File: config.mk
export PLATFORM = sky130hd
export DESIGN_NAME = mc_controller_flat
export DESIGN_NICKNAME = d
export VERILOG_FILES = /design/src/rtl/mc_controller_if.sv /design/src/rtl/mc_controller.sv /design/src/flat_wrapper.sv
export SDC_FILE = /design/constraint.sdc
export NUM_CORES = 1
export LEC_CHECK = 0
export ABC_AREA = 1
export ABC_CLOCK_PERIOD_IN_PS = 1700
export CAP_MARGIN = 20
export CORE_UTILIZATION = 48
export DETAILED_ROUTE_END_ITERATION = 8
export GPL_TIMING_DRIVEN = 0
export PLACE_DENSITY = 0.8
export SKIP_CTS_REPAIR_TIMING = 1
export SLEW_MARGIN = 20
export SYNTH_ARGS = -nofsm -noshare
export SYNTH_HDL_FRONTEND = slang
export SYNTH_SLANG_ARGS = --single-unit
export TNS_END_PERCENT = 100
File: constraint.sdc
create_clock -name clk -period 1.7 [get_ports clk]
set_input_delay 0.17 -clock clk [delete_from_list [all_inputs] [get_ports clk]]
set_output_delay 0.17 -clock clk [all_outputs]
set_load 0.005 [all_outputs]
File: src/rtl/mc_controller_if.sv
// Control/status bundle between the multicycle sequencer and the RV32I datapath.
// The controller is the master; the datapath drives the IR fields, Z and mem_ready.
interface mc_controller_if;
    logic [6:0] opcode;
    logic [2:0] funct3;
    logic       funct7b5;
    logic       Z;
    logic       mem_ready;
    logic       mem_req;
    logic       dmem_write;
    logic       adr_sel;
    logic       ir_write;
    logic       pc_write;
    logic       regfile_wren;
    logic [1:0] alu_srca_sel;
    logic [1:0] alu_srcb_sel;
    logic [1:0] result_sel;
    logic [1:0] ximm_sel;
    logic [2:0] ALU_control;
    logic       trap;
    logic [1:0] trap_cause;

    modport master (
        input  opcode, funct3, funct7b5, Z, mem_ready,
        output mem_req, dmem_write, adr_sel, ir_write, pc_write, regfile_wren,
               alu_srca_sel, alu_srcb_sel, result_sel, ximm_sel, ALU_control,
               trap, trap_cause
    );

    modport slave (
        output opcode, funct3, funct7b5, Z, mem_ready,
        input  mem_req, dmem_write, adr_sel, ir_write, pc_write, regfile_wren,
               alu_srca_sel, alu_srcb_sel, result_sel, ximm_sel, ALU_control,
               trap, trap_cause
    );
endinterface

File: src/rtl/mc_controller.sv
// Multicycle sequencer for the RV32I subset (R/I-ALU, lw, sw, beq, jal) with a
// bounded memory handshake; outputs are decoded from state and gated off by reset.
module mc_controller #(
    parameter int TIMEOUT_CYCLES = 255
) (
    input logic      clk,
    input logic      reset,
    mc_controller_if.master bus
);
    localparam int              CNT_W    = (TIMEOUT_CYCLES < 2) ? 1 : $clog2(TIMEOUT_CYCLES);
    localparam logic [CNT_W-1:0] CNT_LAST = CNT_W'(TIMEOUT_CYCLES - 1);

    localparam logic [6:0] OP_LW  = 7'b0000011;
    localparam logic [6:0] OP_SW  = 7'b0100011;
    localparam logic [6:0] OP_R   = 7'b0110011;
    localparam logic [6:0] OP_I   = 7'b0010011;
    localparam logic [6:0] OP_BEQ = 7'b1100011;
    localparam logic [6:0] OP_JAL = 7'b1101111;

    localparam logic [1:0] CAUSE_ILLEGAL = 2'b01;
    localparam logic [1:0] CAUSE_TIMEOUT = 2'b10;

    typedef enum logic [3:0] {
        S_FETCH, S_DECODE, S_MEMADR, S_MEMREAD, S_MEMWB, S_MEMWRITE,
        S_EXECR, S_EXECI, S_ALUWB, S_BEQ, S_JAL, S_TRAP
    } state_t;

    state_t           state, state_nxt;
    logic [CNT_W-1:0] wait_cnt;
    logic [1:0]       cause, cause_nxt;
    logic             mem_wait, at_last, f3_ok;

    function automatic logic [2:0] alu_decode(input logic [2:0] f3, input logic sub_en);
        case (f3)
            3'b000:  alu_decode = sub_en ? 3'b001 : 3'b000;
            3'b010:  alu_decode = 3'b101;
            3'b110:  alu_decode = 3'b011;
            3'b111:  alu_decode = 3'b010;
            default: alu_decode = 3'b000;
        endcase
    endfunction

    assign mem_wait = (state == S_FETCH) || (state == S_MEMREAD) || (state == S_MEMWRITE);
    assign at_last  = (wait_cnt == CNT_LAST);
    assign f3_ok    = (bus.funct3 == 3'b000) || (bus.funct3 == 3'b010) ||
                      (bus.funct3 == 3'b110) || (bus.funct3 == 3'b111);

    always_comb begin
        state_nxt = state;
        cause_nxt = cause;
        case (state)
            S_FETCH, S_MEMREAD, S_MEMWRITE: begin
                if (bus.mem_ready) begin
                    case (state)
                        S_FETCH:   state_nxt = S_DECODE;
                        S_MEMREAD: state_nxt = S_MEMWB;
                        default:   state_nxt = S_FETCH;
                    endcase
                end else if (at_last) begin
                    state_nxt = S_TRAP;
                    cause_nxt = CAUSE_TIMEOUT;
                end
            end
            S_DECODE: begin
                state_nxt = S_TRAP;
                cause_nxt = CAUSE_ILLEGAL;
                if (bus.opcode == OP_LW || bus.opcode == OP_SW) begin
                    state_nxt = S_MEMADR;
                    cause_nxt = cause;
                end else if (bus.opcode == OP_R && f3_ok) begin
                    state_nxt = S_EXECR;
                    cause_nxt = cause;
                end else if (bus.opcode == OP_I && f3_ok) begin
                    state_nxt = S_EXECI;
                    cause_nxt = cause;
                end else if (bus.opcode == OP_BEQ) begin
                    state_nxt = S_BEQ;
                    cause_nxt = cause;
                end else if (bus.opcode == OP_JAL) begin
                    state_nxt = S_JAL;
                    cause_nxt = cause;
                end
            end
            S_MEMADR:                state_nxt = (bus.opcode == OP_LW) ? S_MEMREAD : S_MEMWRITE;
            S_EXECR, S_EXECI, S_JAL: state_nxt = S_ALUWB;
            S_MEMWB, S_ALUWB, S_BEQ: state_nxt = S_FETCH;
            S_TRAP:                  state_nxt = S_TRAP;
            default:                 state_nxt = S_FETCH;
        endcase
    end

    // Reset gates every output so nothing issued mid-handshake survives it.
    always_comb begin
        bus.mem_req      = 1'b0;
        bus.dmem_write   = 1'b0;
        bus.adr_sel      = 1'b0;
        bus.ir_write     = 1'b0;
        bus.pc_write     = 1'b0;
        bus.regfile_wren = 1'b0;
        bus.alu_srca_sel = 2'b00;
        bus.alu_srcb_sel = 2'b00;
        bus.result_sel   = 2'b00;
        bus.ximm_sel     = 2'b00;
        bus.ALU_control  = 3'b000;
        bus.trap         = 1'b0;
        bus.trap_cause   = 2'b00;
        if (!reset) begin
            case (bus.opcode)
                OP_SW:   bus.ximm_sel = 2'b01;
                OP_BEQ:  bus.ximm_sel = 2'b10;
                OP_JAL:  bus.ximm_sel = 2'b11;
                default: bus.ximm_sel = 2'b00;
            endcase
            case (state)
                S_FETCH: begin
                    bus.mem_req      = 1'b1;
                    bus.ir_write     = bus.mem_ready;
                    bus.pc_write     = bus.mem_ready;
                    bus.alu_srcb_sel = 2'b10;
                    bus.result_sel   = 2'b10;
                end
                S_DECODE: begin
                    bus.alu_srca_sel = 2'b01;
                    bus.alu_srcb_sel = 2'b01;
                end
                S_MEMADR: begin
                    bus.alu_srca_sel = 2'b10;
                    bus.alu_srcb_sel = 2'b01;
                end
                S_MEMREAD: begin
                    bus.mem_req = 1'b1;
                    bus.adr_sel = 1'b1;
                end
                S_MEMWB: begin
                    bus.result_sel   = 2'b01;
                    bus.regfile_wren = 1'b1;
                end
                S_MEMWRITE: begin
                    bus.mem_req    = 1'b1;
                    bus.dmem_write = 1'b1;
                    bus.adr_sel    = 1'b1;
                end
                S_EXECR: begin
                    bus.alu_srca_sel = 2'b10;
                    bus.ALU_control  = alu_decode(bus.funct3, bus.funct7b5);
                end
                S_EXECI: begin
                    bus.alu_srca_sel = 2'b10;
                    bus.alu_srcb_sel = 2'b01;
                    bus.ALU_control  = alu_decode(bus.funct3, 1'b0);
                end
                S_ALUWB: bus.regfile_wren = 1'b1;
                S_BEQ: begin
                    bus.alu_srca_sel = 2'b10;
                    bus.ALU_control  = 3'b001;
                    bus.pc_write     = bus.Z;
                end
                S_JAL: begin
                    bus.alu_srca_sel = 2'b01;
                    bus.alu_srcb_sel = 2'b10;
                    bus.pc_write     = 1'b1;
                end
                S_TRAP: begin
                    bus.trap       = 1'b1;
                    bus.trap_cause = cause;
                end
                default: ;
            endcase
        end
    end

    // Wait counter restarts on every state change and saturates at its last value.
    always_ff @(posedge clk or posedge reset) begin
        if (reset) begin
            state    <= S_FETCH;
            wait_cnt <= '0;
            cause    <= 2'b00;
        end else begin
            state <= state_nxt;
            cause <= cause_nxt;
            if (state_nxt != state)
                wait_cnt <= '0;
            else if (mem_wait && !bus.mem_ready && !at_last)
                wait_cnt <= wait_cnt + CNT_W'(1);
        end
    end
endmodule

File: src/flat_wrapper.sv
// flat-port wrapper written by rule: the top's interface ports become plain ports
module mc_controller_flat 
#(
    parameter int TIMEOUT_CYCLES = 255
)
  (clk, reset, bus_opcode, bus_funct3, bus_funct7b5, bus_Z, bus_mem_ready, bus_mem_req, bus_dmem_write, bus_adr_sel, bus_ir_write, bus_pc_write, bus_regfile_wren, bus_alu_srca_sel, bus_alu_srcb_sel, bus_result_sel, bus_ximm_sel, bus_ALU_control, bus_trap, bus_trap_cause);
  mc_controller_if bus_i ();
  input logic clk;
  input logic reset;
  input wire logic [$bits(bus_i.opcode)-1:0] bus_opcode;
  input wire logic [$bits(bus_i.funct3)-1:0] bus_funct3;
  input wire logic [$bits(bus_i.funct7b5)-1:0] bus_funct7b5;
  input wire logic [$bits(bus_i.Z)-1:0] bus_Z;
  input wire logic [$bits(bus_i.mem_ready)-1:0] bus_mem_ready;
  output wire logic [$bits(bus_i.mem_req)-1:0] bus_mem_req;
  output wire logic [$bits(bus_i.dmem_write)-1:0] bus_dmem_write;
  output wire logic [$bits(bus_i.adr_sel)-1:0] bus_adr_sel;
  output wire logic [$bits(bus_i.ir_write)-1:0] bus_ir_write;
  output wire logic [$bits(bus_i.pc_write)-1:0] bus_pc_write;
  output wire logic [$bits(bus_i.regfile_wren)-1:0] bus_regfile_wren;
  output wire logic [$bits(bus_i.alu_srca_sel)-1:0] bus_alu_srca_sel;
  output wire logic [$bits(bus_i.alu_srcb_sel)-1:0] bus_alu_srcb_sel;
  output wire logic [$bits(bus_i.result_sel)-1:0] bus_result_sel;
  output wire logic [$bits(bus_i.ximm_sel)-1:0] bus_ximm_sel;
  output wire logic [$bits(bus_i.ALU_control)-1:0] bus_ALU_control;
  output wire logic [$bits(bus_i.trap)-1:0] bus_trap;
  output wire logic [$bits(bus_i.trap_cause)-1:0] bus_trap_cause;
  assign bus_i.opcode = bus_opcode;
  assign bus_i.funct3 = bus_funct3;
  assign bus_i.funct7b5 = bus_funct7b5;
  assign bus_i.Z = bus_Z;
  assign bus_i.mem_ready = bus_mem_ready;
  assign bus_mem_req = bus_i.mem_req;
  assign bus_dmem_write = bus_i.dmem_write;
  assign bus_adr_sel = bus_i.adr_sel;
  assign bus_ir_write = bus_i.ir_write;
  assign bus_pc_write = bus_i.pc_write;
  assign bus_regfile_wren = bus_i.regfile_wren;
  assign bus_alu_srca_sel = bus_i.alu_srca_sel;
  assign bus_alu_srcb_sel = bus_i.alu_srcb_sel;
  assign bus_result_sel = bus_i.result_sel;
  assign bus_ximm_sel = bus_i.ximm_sel;
  assign bus_ALU_control = bus_i.ALU_control;
  assign bus_trap = bus_i.trap;
  assign bus_trap_cause = bus_i.trap_cause;
  mc_controller #(.TIMEOUT_CYCLES(TIMEOUT_CYCLES)) u_core (.clk(clk), .reset(reset), .bus(bus_i));
endmodule
==> results of run 1 <==
[worst min-delay path by stage]
stage               start  cells after the start         endpoint  slack, ns
floorplan           reset                      2  u_core.cause[0]       0.27
global placement    reset                      2  u_core.state[1]       0.41
detailed placement  reset                      2  u_core.state[1]       0.42
CTS                 reset                      2  u_core.state[1]       0.11
global route        reset                      3  u_core.state[0]       0.09
finish              reset                      3  u_core.state[0]       0.05
[worst reg2reg max path, delay by kind of cell (launching register included)]
family	cells	cell delay (ns)
DFF	1	0.48
buffers and inverters	5	0.47
and+or+nand+nor	9	0.86
[layout make-up]
| class | count | area [um^2] | area share, % |
|---|---|---|---|
| clock buffers | 4 | 36.3 | 1.86 |
| inverters | 32 | 134 | 6.86 |
| plain buffers | 3 | 18.8 | 0.962 |
| repair buffers | 47 | 474 | 24.3 |
| well taps | 30 | 37.5 | 1.92 |
| flip-flops and latches | 14 | 354 | 18.2 |
| multi-input cells | 152 | 896 | 45.9 |
[sequential cells by signal, summed over array words and instances, names as in the netlist]
name	count
u_core.cause	2
u_core.state	4
u_core.wait_cnt	8
[power by group through the flow]
| stage | combinational [mW] | clock [mW] | sequential [mW] |
|---|---|---|---|
| 2_1_floorplan | 0.797 | 0 | 0.444 |
| 3_3_place_gp | 1.14 | 0 | 0.454 |
| 3_5_place_dp | 1.14 | 0 | 0.455 |
| 4_1_cts | 1.15 | 0.247 | 0.448 |
| 5_1_grt | 1.78 | 0.262 | 0.494 |
| 6_report | 1.63 | 0.242 | 0.486 |
[metrics by stage]
step                utilization, %  hold WS (ns)  cells  power [mW]  TNS [ns]
detailed placement            65.6         0.418    264        1.60     -3.25
global route                  78.7        0.0873    282        2.54     -2.79
floorplan                        -         0.271    201        1.24         0
finish                        78.7        0.0541    282        2.36     -1.45
global placement              65.6         0.414    264        1.60     -3.03
CTS                           67.1         0.106    268        1.84     -7.01
[layer usage]
layer / GRT usage, % / vias up
met4: 6.14 / 0
met1: 31.3 / 690
met2: 38.4 / 56
met3: 5.46 / 10
met5: 0 / -
li1: - / 746
[layout by cell type, fill, tap and decap left out, drive strengths merged, types with 7 or more instances in the layout]
cell           instances
inv                   31
nand3                 19
dlymetal6s2s          19
buf                   18
nor2                  41
dfrtp                 14
a21oi                  7
clkbuf                 7
nand2                 52
clkdlybuf4s50         10
[logic make-up after synthesis]
group / after synthesis / synth area share [%]
AO/OA/AOI/OAI: 18 / 8.46
XOR/XNOR: 7 / 4.88
adder cells (fa/ha/maj): 2 / 1.99
buffers and inverters: 35 / 11.0
flip-flops: 14 / 27.9
AND/OR/NAND/NOR: 125 / 45.8
==> flow_summary_export.csv, run 1 <==
group,metric,value,unit
pwr,power.share.clock,10.2,%
grt,antenna_found_initial,0,
detailed_routing,post-route-drc-count,0,
yosys,synth_top_area_cell,"dfrtp_1",
pwr,seq_power_share,20.6,%
clocking,root_buffer,"clkbuf_4",
yosys,syn_nets,218,
sta,drv_slew,0,
critical_path,criticalPathCategory,"flop to flop",
yosys,synth_top_area_share,27.9,%
placement,preCtsSetupSlack,-0.442,ns
critical_path,cp.depth,14,
grt,grt_pass1_vias,1167,
sta,hold_viol_final,0,
worst_hold_path,hold_path_class,"input pin to asynchronous set/reset pin",
placement,gp_congestion,0.882,
yosys,synth_edf_count,0,
critical_path,worstPathMaxFanout,6,
status,violations,"setup timing",
grt,grt_max_degree,17,
cells_and_area,fin_area,1950,um^2
detailed_routing,highest-signal-layer,"met4",
die,floorplan.io_pins,35,
clocking,numCtsBuffers,3,
sta,setup_violations,13,
sta,fin_ws,-0.188,ns
yosys,synth.avg_cell_area,6.26,um^2
critical_path,critPathArrivalTime,2.11,ns
grt,grt_overflow,0,
clocking,clock_sinks,14,
sta,fin_crit_sh,111,%
cells_and_area,final_layout_size_suffix_gt1_share,30.2,%
placement,hpwl,2.33,mm
critical_path,critPathBufInv,5,
detailed_routing,wl_met3,254,um
critical_path,crit_slowest_cell,"dfrtp_2",
detailed_routing,route.met2.wl,1.78,mm
critical_path,crit_path_end_kind,"flop",
yosys,syn_inst,201,
grt,grt_first_pass_wirelength,4.87,mm
die,die_w,53.2,um
die,dieArea,2830,um^2
die,initial_core_util,50.8,%
clocking,cts_tree,"done",
cells_and_area,n_fill_cell,165,
yosys,seq_area_frac_synth,27.9,%
clocking,clockBufferDepth,2,
die,die-height,53.2,um
sta,finalCriticalPeriod,1.89,ns
pwr,p_sw,1.17,mW
critical_path,crit_family,"simple AND/OR/NAND/NOR gates",
die,fp.coreArea,2480,um^2
detailed_routing,viasPerCell,5.33,
yosys,syn_area,1260,um^2
critical_path,worstPathCellList,"inv_4 -> buf_6 -> buf_6 -> nand2_4 -> nor2_4 -> buf_6 -> nand2_2 -> inv_2 -> nand3_2 -> nand4_1 -> nand2_1 -> nor2_2 -> nand2_4 -> nor2_2",
sta,slew_headroom,67.7,%
cells_and_area,num_antenna_cells,0,
critical_path,crit_start,"u_core.state[3]",
critical_path,crit_required,1.92,ns
sta,rsz0062_at_grt,"true",
critical_path,ff2ff_setup_slack,-0.19,ns
critical_path,slowest_delay,0.48,ns
sta,fmax,530,MHz
critical_path,cpMostUsedCell,"buf_6",
die,num_rows,18,
pwr,max-vdd-ir-drop,0.990,mV
detailed_routing,ant_nets,0,
detailed_routing,drt_wl_total,3.71,mm
detailed_routing,drt-met1-wl,1.57,mm
critical_path,worstSetupStartpointType,"flop",
critical_path,r2r_start,"u_core.state[3]",
clocking,clkLatencyLatePin,0.29,ns
cells_and_area,finalNetCount,270,
status,status,"finished with violations",
grt,grt.total_usage,23.7,%
yosys,synth-seq-cells,14,
sta,worst_pin_slew,0.485,ns
pwr,power_frac_comb,69.2,%
run,maxCapViolations,0,
pwr,p_sw_share,49.5,%
detailed_routing,drtIter0Drc,54,
pwr,leakage,1.18,nW
yosys,yosys_most_used_dff,"dfrtp_1",
placement,portBuffers,33,
yosys,ys_types,29,
detailed_routing,post_drt_wl_per_cell,13.1,um
yosys,synthArstFlopShare,100,%
pwr,power_density,1210,nW/um^2
critical_path,r2r-end,"u_core.wait_cnt[6]",
sta,fin_skew,0.0103,ns
yosys,yosysMostFrequentCell,"nand2_1",
yosys,yosys-top-cells-area,"dfrtp_1, nand2_1, nor2_1",
placement,dpl_cell_area,1630,um^2
clocking,path_clk_slew,0.09,ns
critical_path,reg2reg_depth,14,
yosys,ys_warn_count,0,
critical_path,cp-endpoint,"u_core.wait_cnt[6]",
detailed_routing,vias,1502,
yosys,ys_top_cells_by_count,"nand2_1, nor2_1, inv_1",
detailed_routing,dr.pass1.iters,4,
clocking,htree_num_levels,1,
pwr,p_int,1.19,mW
cells_and_area,area_delta_synth_final,55.1,%
No activity file was read; power rests on OpenSTA's default activity.
==> inputs of run 2 (changes only) <==
Settings changed: CORE_MARGIN from default to 2.
==> run 2 against run 1 <==
Effect of this change: non-clock buffer count increased by 9; first-iteration DRC count fell by 7.4%; sequential share of layout area is 0.57 points lower; utilization grew 2.8 points; the flow still finishes with violations (setup timing).
==> flow_summary_export.csv, run 2 (same netlist as run 1, synthesis figures left out) <==
group,metric,value,unit
die,fp.coreArea,2480,um^2
cells_and_area,area_delta_synth_final,60.7,%
sta,fin_ws,-0.161,ns
clocking,path_clk_slew,0.08,ns
placement,preCtsSetupSlack,-0.428,ns
die,initial_core_util,50.8,%
cells_and_area,finalNetCount,279,
die,die-height,55.2,um
sta,drv_slew,0,
critical_path,critPathArrivalTime,1.69,ns
status,violations,"setup timing",
critical_path,critPathBufInv,4,
critical_path,worstPathMaxFanout,4,
sta,fmax,537,MHz
sta,hold_viol_final,0,
grt,grt_pass1_vias,1161,
pwr,leakage,1.21,nW
detailed_routing,post_drt_wl_per_cell,14.4,um
die,dieArea,3050,um^2
sta,slew_headroom,63.8,%
pwr,max-vdd-ir-drop,0.947,mV
grt,antenna_found_initial,0,
critical_path,worstPathCellList,"inv_2 -> nor2_4 -> inv_2 -> nor2_4 -> inv_1 -> a221oi_1 -> dlymetal6s2s_1",
cells_and_area,largest_reg_flops,8,
critical_path,crit_path_end_kind,"output pin",
pwr,power_density,1140,nW/um^2
grt,grt.total_usage,23.0,%
detailed_routing,drt_wl_total,4.19,mm
status,status,"finished with violations",
cells_and_area,final_core_util,81.6,%
sta,fin_skew,0.00160,ns
placement,hpwl,2.44,mm
sta,setup_violations,12,
detailed_routing,vias,1581,
grt,grt_first_pass_wirelength,4.96,mm
die,die_w,55.2,um
detailed_routing,dr.pass1.iters,4,
sta,fin_hold_ws,0.125,ns
critical_path,criticalPathCategory,"flop to output pin",
clocking,clockBufferDepth,2,
clocking,numCtsBuffers,3,
clocking,clkLatencyLatePin,0.28,ns
run,maxCapViolations,0,
detailed_routing,viasPerCell,5.43,
clocking,clock_sinks,14,
grt,grt_overflow,0,
clocking,root_buffer,"clkbuf_4",
sta,finalCriticalPeriod,1.86,ns
die,num_rows,18,
cells_and_area,num_antenna_cells,0,
cells_and_area,final_layout_size_suffix_gt1_share,35.2,%
cells_and_area,final_cell_mix,"nand2_1, nor2_1, buf_4, dlymetal6s2s_1, inv_1",
sta,rsz0062_at_grt,"true",
worst_hold_path,hold_path_class,"input pin to asynchronous set/reset pin",
die,floorplan.io_pins,35,
sta,setup-tns-final,-0.793,ns
detailed_routing,ant_nets,0,
sta,worst_pin_slew,0.543,ns
detailed_routing,drtIter0Drc,50,
clocking,htree_num_levels,1,
detailed_routing,post-route-drc-count,0,
sta,fin_crit_sh,109,%
placement,gp_congestion,0.901,
critical_path,worstSetupStartpointType,"flop",
critical_path,crit_slowest_cell,"dfrtp_2",
cells_and_area,reg.largest.list,"u_core.wait_cnt: 8 flops, u_core.state: 4 flops, u_core.cause: 2 flops",
placement,portBuffers,33,
grt,grt_max_degree,17,
clocking,cts_tree,"done",
critical_path,crit_family,"flip-flops",
critical_path,slowest_delay,0.45,ns
cells_and_area,regMostFlops,"u_core.wait_cnt",
cells_and_area,layout_commonest_cell,"nand2_1",
critical_path,crit_required,1.53,ns
## run 2: path summary, 6_finish.rpt
path	start	end	slack [ns]	cells past startpoint
min in group clk	u_core.cause[1]	u_core.cause[1]	0.50	2
setup / recovery	u_core.state[3]	bus_ALU_control[0]	-0.16	7
setup reg to reg	u_core.state[3]	u_core.wait_cnt[2]	-0.09	12
hold reg to reg	u_core.cause[1]	u_core.cause[1]	0.50	2
max in group asynchronous	reset	u_core.cause[0]	1.04	3
hold / removal	reset	u_core.state[1]	0.12	3
## run 2: worst min-delay path, stage by stage
cell and delay (ns):
clkbuf_1 0.24, clkinvlp_4 0.20, buf_4 0.12
## run 2: area by class of cell
| cell class | count | area (um^2) |
|---|---|---|
| clock buffer | 4 | 36.3 |
| multi-input combinational | 152 | 917 |
| buffer | 3 | 18.8 |
| inverter | 32 | 126 |
| timing repair buffer | 56 | 529 |
| sequential | 14 | 355 |
| fill | 153 | 457 |
| tap | 30 | 37.5 |
## run 2: routing by layer
layer  wire length (um)  global-route usage, %  part of all wire, %
met1               1700                   32.1                   41
met3                268                   5.11                  6.4
met5                  0                      0                    0
met2               2080                   35.1                   50
met4                144                   7.32                  3.4
## run 2: power breakdown
group	switching (mW)	internal, mW
registers	0.0843	0.402
clock network	0.105	0.130
logic	0.977	0.598
## run 2: metrics by stage
step           cells  instance area [um^2]  total power [mW]
3_3_place_gp     264                  1630              1.60
6_report         291                  2020              2.30
5_1_grt          291                  2020              2.46
2_1_floorplan    201                  1260              1.24
4_1_cts          268                  1660              1.85
3_5_place_dp     264                  1630              1.61
